$ cat src/rtl/rv32e_mem_arbiter_if.sv
// Core-side fetch/data handshakes and the unified single-port memory bus.
// The slave modport is the arbiter's view; master is the surrounding core and memory.
interface rv32e_mem_arbiter_if;
  logic        if_req;
  logic [31:0] if_addr;
  logic [31:0] if_rdata;
  logic        if_ack;
  logic        d_req;
  logic        d_we;
  logic [3:0]  d_be;
  logic [31:0] d_addr;
  logic [31:0] d_wdata;
  logic [31:0] d_rdata;
  logic        d_ack;
  logic        mem_en;
  logic        mem_we;
  logic [3:0]  mem_be;
  logic [31:0] mem_addr;
  logic [31:0] mem_wdata;
  logic [31:0] mem_rdata;

  modport slave (
    input  if_req, if_addr, d_req, d_we, d_be, d_addr, d_wdata, mem_rdata,
    output if_rdata, if_ack, d_rdata, d_ack, mem_en, mem_we, mem_be, mem_addr, mem_wdata
  );

  modport master (
    output if_req, if_addr, d_req, d_we, d_be, d_addr, d_wdata, mem_rdata,
    input  if_rdata, if_ack, d_rdata, d_ack, mem_en, mem_we, mem_be, mem_addr, mem_wdata
  );
endinterface

$ cat src/rtl/rv32e_mem_arbiter.sv
// Round-robin sharing of one single-port memory between RV32E fetch and data ports, one access in flight.
// Ack arrives LATENCY+1 edges after a request is sampled; requesters hold req until ack.
module rv32e_mem_arbiter #(
  parameter int LATENCY = 1
) (
  input logic                clk,
  input logic                reset,
  rv32e_mem_arbiter_if.slave bus
);
  typedef enum logic [1:0] {IDLE = 2'd0, ISSUE = 2'd1, WAIT = 2'd2} state_t;

  localparam logic [1:0] CNT_INIT = 2'(LATENCY - 1);

  state_t     state;
  state_t     state_nxt;
  logic [1:0] cnt;
  logic       rr_last;     // 1: data port won the most recent grant
  logic       gnt_d;
  logic       gnt_we;
  logic       any_req;
  logic       win_f;
  logic       grant_f;
  logic       grant_d;
  logic       issue_done;
  logic       xfer_done;

  assign any_req = bus.if_req | bus.d_req;
  assign win_f   = bus.if_req & (~bus.d_req | rr_last);

  always_ff @(posedge clk) begin
    if (reset) state <= IDLE;
    else       state <= state_nxt;
  end

  always_comb begin
    state_nxt = state;
    case (state)
      IDLE:    if (any_req) state_nxt = ISSUE;
      ISSUE:   state_nxt = WAIT;
      WAIT:    if (cnt == 2'd0) state_nxt = IDLE;
      default: state_nxt = IDLE;
    endcase
  end

  always_comb begin
    grant_f    = 1'b0;
    grant_d    = 1'b0;
    issue_done = 1'b0;
    xfer_done  = 1'b0;
    case (state)
      IDLE: begin
        grant_f = any_req & win_f;
        grant_d = bus.d_req & ~win_f;
      end
      ISSUE:   issue_done = 1'b1;
      WAIT:    xfer_done = (cnt == 2'd0);
      default: ;
    endcase
  end

  always_ff @(posedge clk) begin
    if (reset) begin
      cnt           <= 2'd0;
      rr_last       <= 1'b1;
      gnt_d         <= 1'b0;
      gnt_we        <= 1'b0;
      bus.mem_en    <= 1'b0;
      bus.mem_we    <= 1'b0;
      bus.mem_be    <= 4'h0;
      bus.mem_addr  <= 32'h0;
      bus.mem_wdata <= 32'h0;
      bus.if_rdata  <= 32'h0;
      bus.d_rdata   <= 32'h0;
      bus.if_ack    <= 1'b0;
      bus.d_ack     <= 1'b0;
    end else begin
      bus.if_ack <= 1'b0;
      bus.d_ack  <= 1'b0;
      if (grant_f) begin
        bus.mem_en   <= 1'b1;
        bus.mem_we   <= 1'b0;
        bus.mem_be   <= 4'hf;
        bus.mem_addr <= bus.if_addr;
        gnt_d        <= 1'b0;
        gnt_we       <= 1'b0;
        rr_last      <= 1'b0;
      end else if (grant_d) begin
        bus.mem_en    <= 1'b1;
        bus.mem_we    <= bus.d_we;
        bus.mem_be    <= bus.d_we ? bus.d_be : 4'hf;
        bus.mem_addr  <= bus.d_addr;
        bus.mem_wdata <= bus.d_wdata;
        gnt_d         <= 1'b1;
        gnt_we        <= bus.d_we;
        rr_last       <= 1'b1;
      end
      if (issue_done) begin
        bus.mem_en <= 1'b0;
        bus.mem_we <= 1'b0;
        cnt        <= CNT_INIT;
      end
      if (state == WAIT && cnt != 2'd0) cnt <= cnt - 2'd1;
      // Writes complete without touching d_rdata.
      if (xfer_done) begin
        if (gnt_d) begin
          bus.d_ack <= 1'b1;
          if (!gnt_we) bus.d_rdata <= bus.mem_rdata;
        end else begin
          bus.if_ack   <= 1'b1;
          bus.if_rdata <= bus.mem_rdata;
        end
      end
    end
  end
endmodule

$ cat src/flat_wrapper.sv
// flat-port wrapper written by rule: the top's interface ports become plain ports
module rv32e_mem_arbiter_flat 
#(
  parameter int LATENCY = 1
)
  (clk, reset, bus_if_req, bus_if_addr, bus_d_req, bus_d_we, bus_d_be, bus_d_addr, bus_d_wdata, bus_mem_rdata, bus_if_rdata, bus_if_ack, bus_d_rdata, bus_d_ack, bus_mem_en, bus_mem_we, bus_mem_be, bus_mem_addr, bus_mem_wdata);
  rv32e_mem_arbiter_if bus_i ();
  input logic clk;
  input logic reset;
  input wire logic [$bits(bus_i.if_req)-1:0] bus_if_req;
  input wire logic [$bits(bus_i.if_addr)-1:0] bus_if_addr;
  input wire logic [$bits(bus_i.d_req)-1:0] bus_d_req;
  input wire logic [$bits(bus_i.d_we)-1:0] bus_d_we;
  input wire logic [$bits(bus_i.d_be)-1:0] bus_d_be;
  input wire logic [$bits(bus_i.d_addr)-1:0] bus_d_addr;
  input wire logic [$bits(bus_i.d_wdata)-1:0] bus_d_wdata;
  input wire logic [$bits(bus_i.mem_rdata)-1:0] bus_mem_rdata;
  output wire logic [$bits(bus_i.if_rdata)-1:0] bus_if_rdata;
  output wire logic [$bits(bus_i.if_ack)-1:0] bus_if_ack;
  output wire logic [$bits(bus_i.d_rdata)-1:0] bus_d_rdata;
  output wire logic [$bits(bus_i.d_ack)-1:0] bus_d_ack;
  output wire logic [$bits(bus_i.mem_en)-1:0] bus_mem_en;
  output wire logic [$bits(bus_i.mem_we)-1:0] bus_mem_we;
  output wire logic [$bits(bus_i.mem_be)-1:0] bus_mem_be;
  output wire logic [$bits(bus_i.mem_addr)-1:0] bus_mem_addr;
  output wire logic [$bits(bus_i.mem_wdata)-1:0] bus_mem_wdata;
  assign bus_i.if_req = bus_if_req;
  assign bus_i.if_addr = bus_if_addr;
  assign bus_i.d_req = bus_d_req;
  assign bus_i.d_we = bus_d_we;
  assign bus_i.d_be = bus_d_be;
  assign bus_i.d_addr = bus_d_addr;
  assign bus_i.d_wdata = bus_d_wdata;
  assign bus_i.mem_rdata = bus_mem_rdata;
  assign bus_if_rdata = bus_i.if_rdata;
  assign bus_if_ack = bus_i.if_ack;
  assign bus_d_rdata = bus_i.d_rdata;
  assign bus_d_ack = bus_i.d_ack;
  assign bus_mem_en = bus_i.mem_en;
  assign bus_mem_we = bus_i.mem_we;
  assign bus_mem_be = bus_i.mem_be;
  assign bus_mem_addr = bus_i.mem_addr;
  assign bus_mem_wdata = bus_i.mem_wdata;
  rv32e_mem_arbiter #(.LATENCY(LATENCY)) u_core (.clk(clk), .reset(reset), .bus(bus_i));
endmodule
$ cat config.mk
export PLATFORM = sky130hd
export DESIGN_NAME = rv32e_mem_arbiter_flat
export DESIGN_NICKNAME = d
export VERILOG_FILES = /design/src/rtl/rv32e_mem_arbiter_if.sv /design/src/rtl/rv32e_mem_arbiter.sv /design/src/flat_wrapper.sv
export SDC_FILE = /design/constraint.sdc
export NUM_CORES = 1
export LEC_CHECK = 0
export CAP_MARGIN = 40
export CORE_MARGIN = 10
export CORE_UTILIZATION = 50
export CTS_CLUSTER_SIZE = 28
export DETAILED_ROUTE_END_ITERATION = 6
export DONT_BUFFER_PORTS = 1
export SYNTH_ARGS = -nofsm -noshare
export SYNTH_HDL_FRONTEND = slang
export SYNTH_SLANG_ARGS = --single-unit
$ cat constraint.sdc
create_clock -name clk -period 2.07 [get_ports clk]
set_input_delay 0.3105 -clock clk [delete_from_list [all_inputs] [get_ports clk]]
set_output_delay 0.3105 -clock clk [all_outputs]
set_load 0.03 [all_outputs]
==> results.md <==
- Antenna violations before repair: 0
- Ys Warns: 0
- First-pass GRT wire length: 27.8 mm
- Worst Tran Pin Value: 0.801 ns
- Mapped Cells: 689
- Largest net degree at the start of global routing: 107
- Die W: 129 um
- Unrepaired setup endpoints after global routing: false
- Fraction of final layout cells sized beyond drive strength 1: 9.85%
- Cts hold-fix bufs: 6
- Endpoints failing hold: 3
- Via Count: 5083
- Clk sinks: 143
- Most frequent cells in the layout: dfxtp_1, nand2_1, a21oi_1
- F_max: 0.517 GHz
- Skew-Pair Late Insertion Delay: 0.42 ns
- Initial Utilization: 51.6%
- Max Fanout on Critical Path: 33
- Number of global-route vias before repair: 4913
- Met2 Resource Use GR: 34.5%
- Final WL: 18.5 mm
- HPWL reported at the end of detailed placement: 12.9 mm
- CTS root buf: clkbuf_16
- Reg2Reg Setup Slack: 0.13 ns
- Hold_sp: reset
- Min-Delay Endpoint: u_core.bus.if_rdata[19]
- Worst Setup Start Kind: flip-flop
- Die Y: 129 um
- Area delta synth->final: 12.6%
- Period utilization: 93.5%
- First-pass detailed-route iteration total: 5
- Post-layout util: 58.1%
- Outcome: finished with violations
- Post-synthesis xor/xnor area fraction: 0%
- Worst reg2reg endpoint: u_core.bus.if_ack
- Grt met3 use: 12.9%
- Hold WC Path Type: input pin to flip-flop
- Mux cell area share after synthesis: 5.39%
- Routed length per instance: 22.7 um
- Setup TNS: 0 ns
- Post-Synth Simple-Gate Area: 22.2%
- Slew headroom: 46.3%
- CTS max path bufs: 2
- PortBufs: 0
- Area of the multi-input gates: 0.00273 mm^2
- Antenna viol nets, final: 0
- Fillers: 1015
- Unique masters post-synth: 39
- Reg2Reg Depth: 6
- Max_cap viols: 0
- Hold Slack: -0.0257 ns
- Worst IR Drop VDD: 0.578 mV
- R2r startpoint: u_core.cnt[0]
- M1 GR Usage: 22.0%
- Ports: 273
- Initial DRC count: 446
- # diodes: 0
- Pwr/cell area: 1070 mW/mm^2
- H-tree Lvls: 4
- Synth Area in Compound Gates: 17.7%
- Synthesis-stage register bit count: 143
- CTS buffer count: 17
- Critical Path AT: 2.23 ns
- Syn nets: 827
- Failing checks: hold timing
- Adder-Cell Fraction of Synth Area: 0.211%
- CP required: 2.36 ns
- Overall Global Routing Usage: 21.1%
- Syn Area/Cell: 8.62 um^2
- CTS-repair resized insts: 0
- Num rows: 39
- Nets@finish: 796
- Worst Hold Depth: 1
- Worst Setup Path Type: flip-flop to flip-flop
- Die ar.: 0.0166 mm^2
- Sequential fraction of the synthesis area: 48.2%
- CTS tree: done
- Lkg Pwr: 2.22 nW
- Post-CTS Setup Inserts: 0
- Routability congestion estimate: 0.815
- Most common cell after layout, fill and taps aside: dfxtp_1
- CP Launch Point: u_core.cnt[0]
- Core area: 0.0115 mm^2
- Largest family of logic cells by synthesized area: simple AND/OR/NAND/NOR gates
- Crit end category: flip-flop
- Post-DR vias/cell: 6.25
- Post-layout minimum cycle time: 1.94 ns
- Peak-usage layer in the global routing report: met2
- FF/Latch Area: 0.00286 mm^2
- Fin. max-slew vios: 0
- GRT overflow: 0
- Cell Area, Synth: 0.00594 mm^2
- # DRC: 0
- Post-Route Skew: 0.00909 ns
- Final setup vio count: 0
- Clock transition at path regs: 0.06 ns
[routing by layer]
metal  routed length, um  up-vias  share of wire [%]
met2                8940      241                 48
met5                   0        -                  0
met3                2670       24                 14
met4                 313        0                1.7
li1                    -     2422                  -
met1                6530     2396                 35
[area by class of cell]
type                       count  area share [%]
clock buffer                  21            7.04
clock inverter                10            2.40
inverter                       4           0.225
multi-input combinational    464            40.8
sequential                   143            42.8
tap                          143            2.68
timing repair buffer          28            4.04
[worst max-delay path by stage]
stage,end,slack [ns],cells past startpoint
6_report,u_core.bus.if_ack,0.13,6
5_1_grt,u_core.bus.if_ack,0.01,6
4_1_cts,u_core.bus.if_ack,0.15,6
3_5_place_dp,u_core.bus.mem_addr[3],0.30,4
3_3_place_gp,u_core.gnt_d,0.38,3
2_1_floorplan,u_core.bus.d_rdata[10],0.66,6
[state kept, by name, indices dropped and copies added, names as in the netlist, 2 cells and up]
| signal | flops |
|---|---|
| u_core.bus.mem_addr | 32 |
| u_core.bus.mem_be | 4 |
| u_core.bus.if_rdata | 32 |
| u_core.state | 2 |
| u_core.bus.d_rdata | 32 |
| u_core.bus.mem_wdata | 32 |
| u_core.cnt | 2 |
[synthesized netlist by cell type]
library cell | instances | area share, %
nand4b_1 | 1 | 0.15
and3_1 | 1 | 0.11
mux2i_1 | 32 | 5.4
o22ai_1 | 1 | 0.11
or2_1 | 1 | 0.11
o21a_1 | 1 | 0.13
a2111oi_2 | 1 | 0.25
buf_2 | 20 | 1.7
nand3_1 | 32 | 2.7
nor2_2 | 2 | 0.21
buf_6 | 2 | 0.38
a2111oi_0 | 32 | 4.7
or3b_1 | 1 | 0.15
ha_1 | 1 | 0.21
o21ai_0 | 24 | 2.0
o221a_2 | 4 | 0.76
nor2b_1 | 4 | 0.42
nor3b_1 | 3 | 0.38
nor4_1 | 32 | 3.4
clkbuf_1 | 50 | 3.2
nand4bb_1 | 1 | 0.19
inv_1 | 3 | 0.19
nand3_2 | 1 | 0.17
nor4b_1 | 32 | 4.7
buf_4 | 6 | 0.76
nor4bb_1 | 1 | 0.17
inv_2 | 1 | 0.063
or2_2 | 1 | 0.11
nand2_1 | 132 | 8.3
dfxtp_1 | 143 | 48
nor2_1 | 4 | 0.25
a211oi_1 | 1 | 0.13
nor3_1 | 2 | 0.17
nor3b_4 | 1 | 0.32
a21oi_1 | 101 | 8.5
and2_0 | 1 | 0.11
o21ai_1 | 10 | 0.84
and2_1 | 1 | 0.11
o21bai_1 | 2 | 0.25
[stage by stage]
stage / instance area [um^2] / std cells / power, mW / worst slack (ns)
5_1_grt: 6690 / 813 / 7.46 / 0.0131
3_3_place_gp: 5970 / 775 / 3.99 / 0.376
3_5_place_dp: 5990 / 776 / 4.03 / 0.305
4_1_cts: 6690 / 813 / 7.24 / 0.152
2_1_floorplan: 5940 / 689 / 3.88 / 0.661
6_report: 6690 / 813 / 7.18 / 0.135
[critical path, stage by stage, from the launching register on]
cell           delay, ns
dfxtp_1             0.36
inv_1               0.05
ha_1                0.28
nand4bb_1           0.13
buf_4               0.35
nor2_1              0.08
dlygate4sd3_1       0.57
[cells by family (layout without fill, tap and decap cells)]
logic type                 after synthesis  count (layout)
and+or+nand+nor                        254             254
AOI/OAI and AO/OA                      177             177
DFF                                    143             143
buffers and inverters                   82              63
muxes                                   32              32
adders and majority gates                1               1
[where the power goes]
part           internal, mW  leakage [nW]  switching, mW  total [mW]
logic                 0.244         0.755          0.383       0.627
registers              2.92          1.17          0.429        3.34
clock network          2.10         0.297           1.11        3.21
total                  5.26          2.22           1.92        7.18
Power figures use the tool's default switching activity.
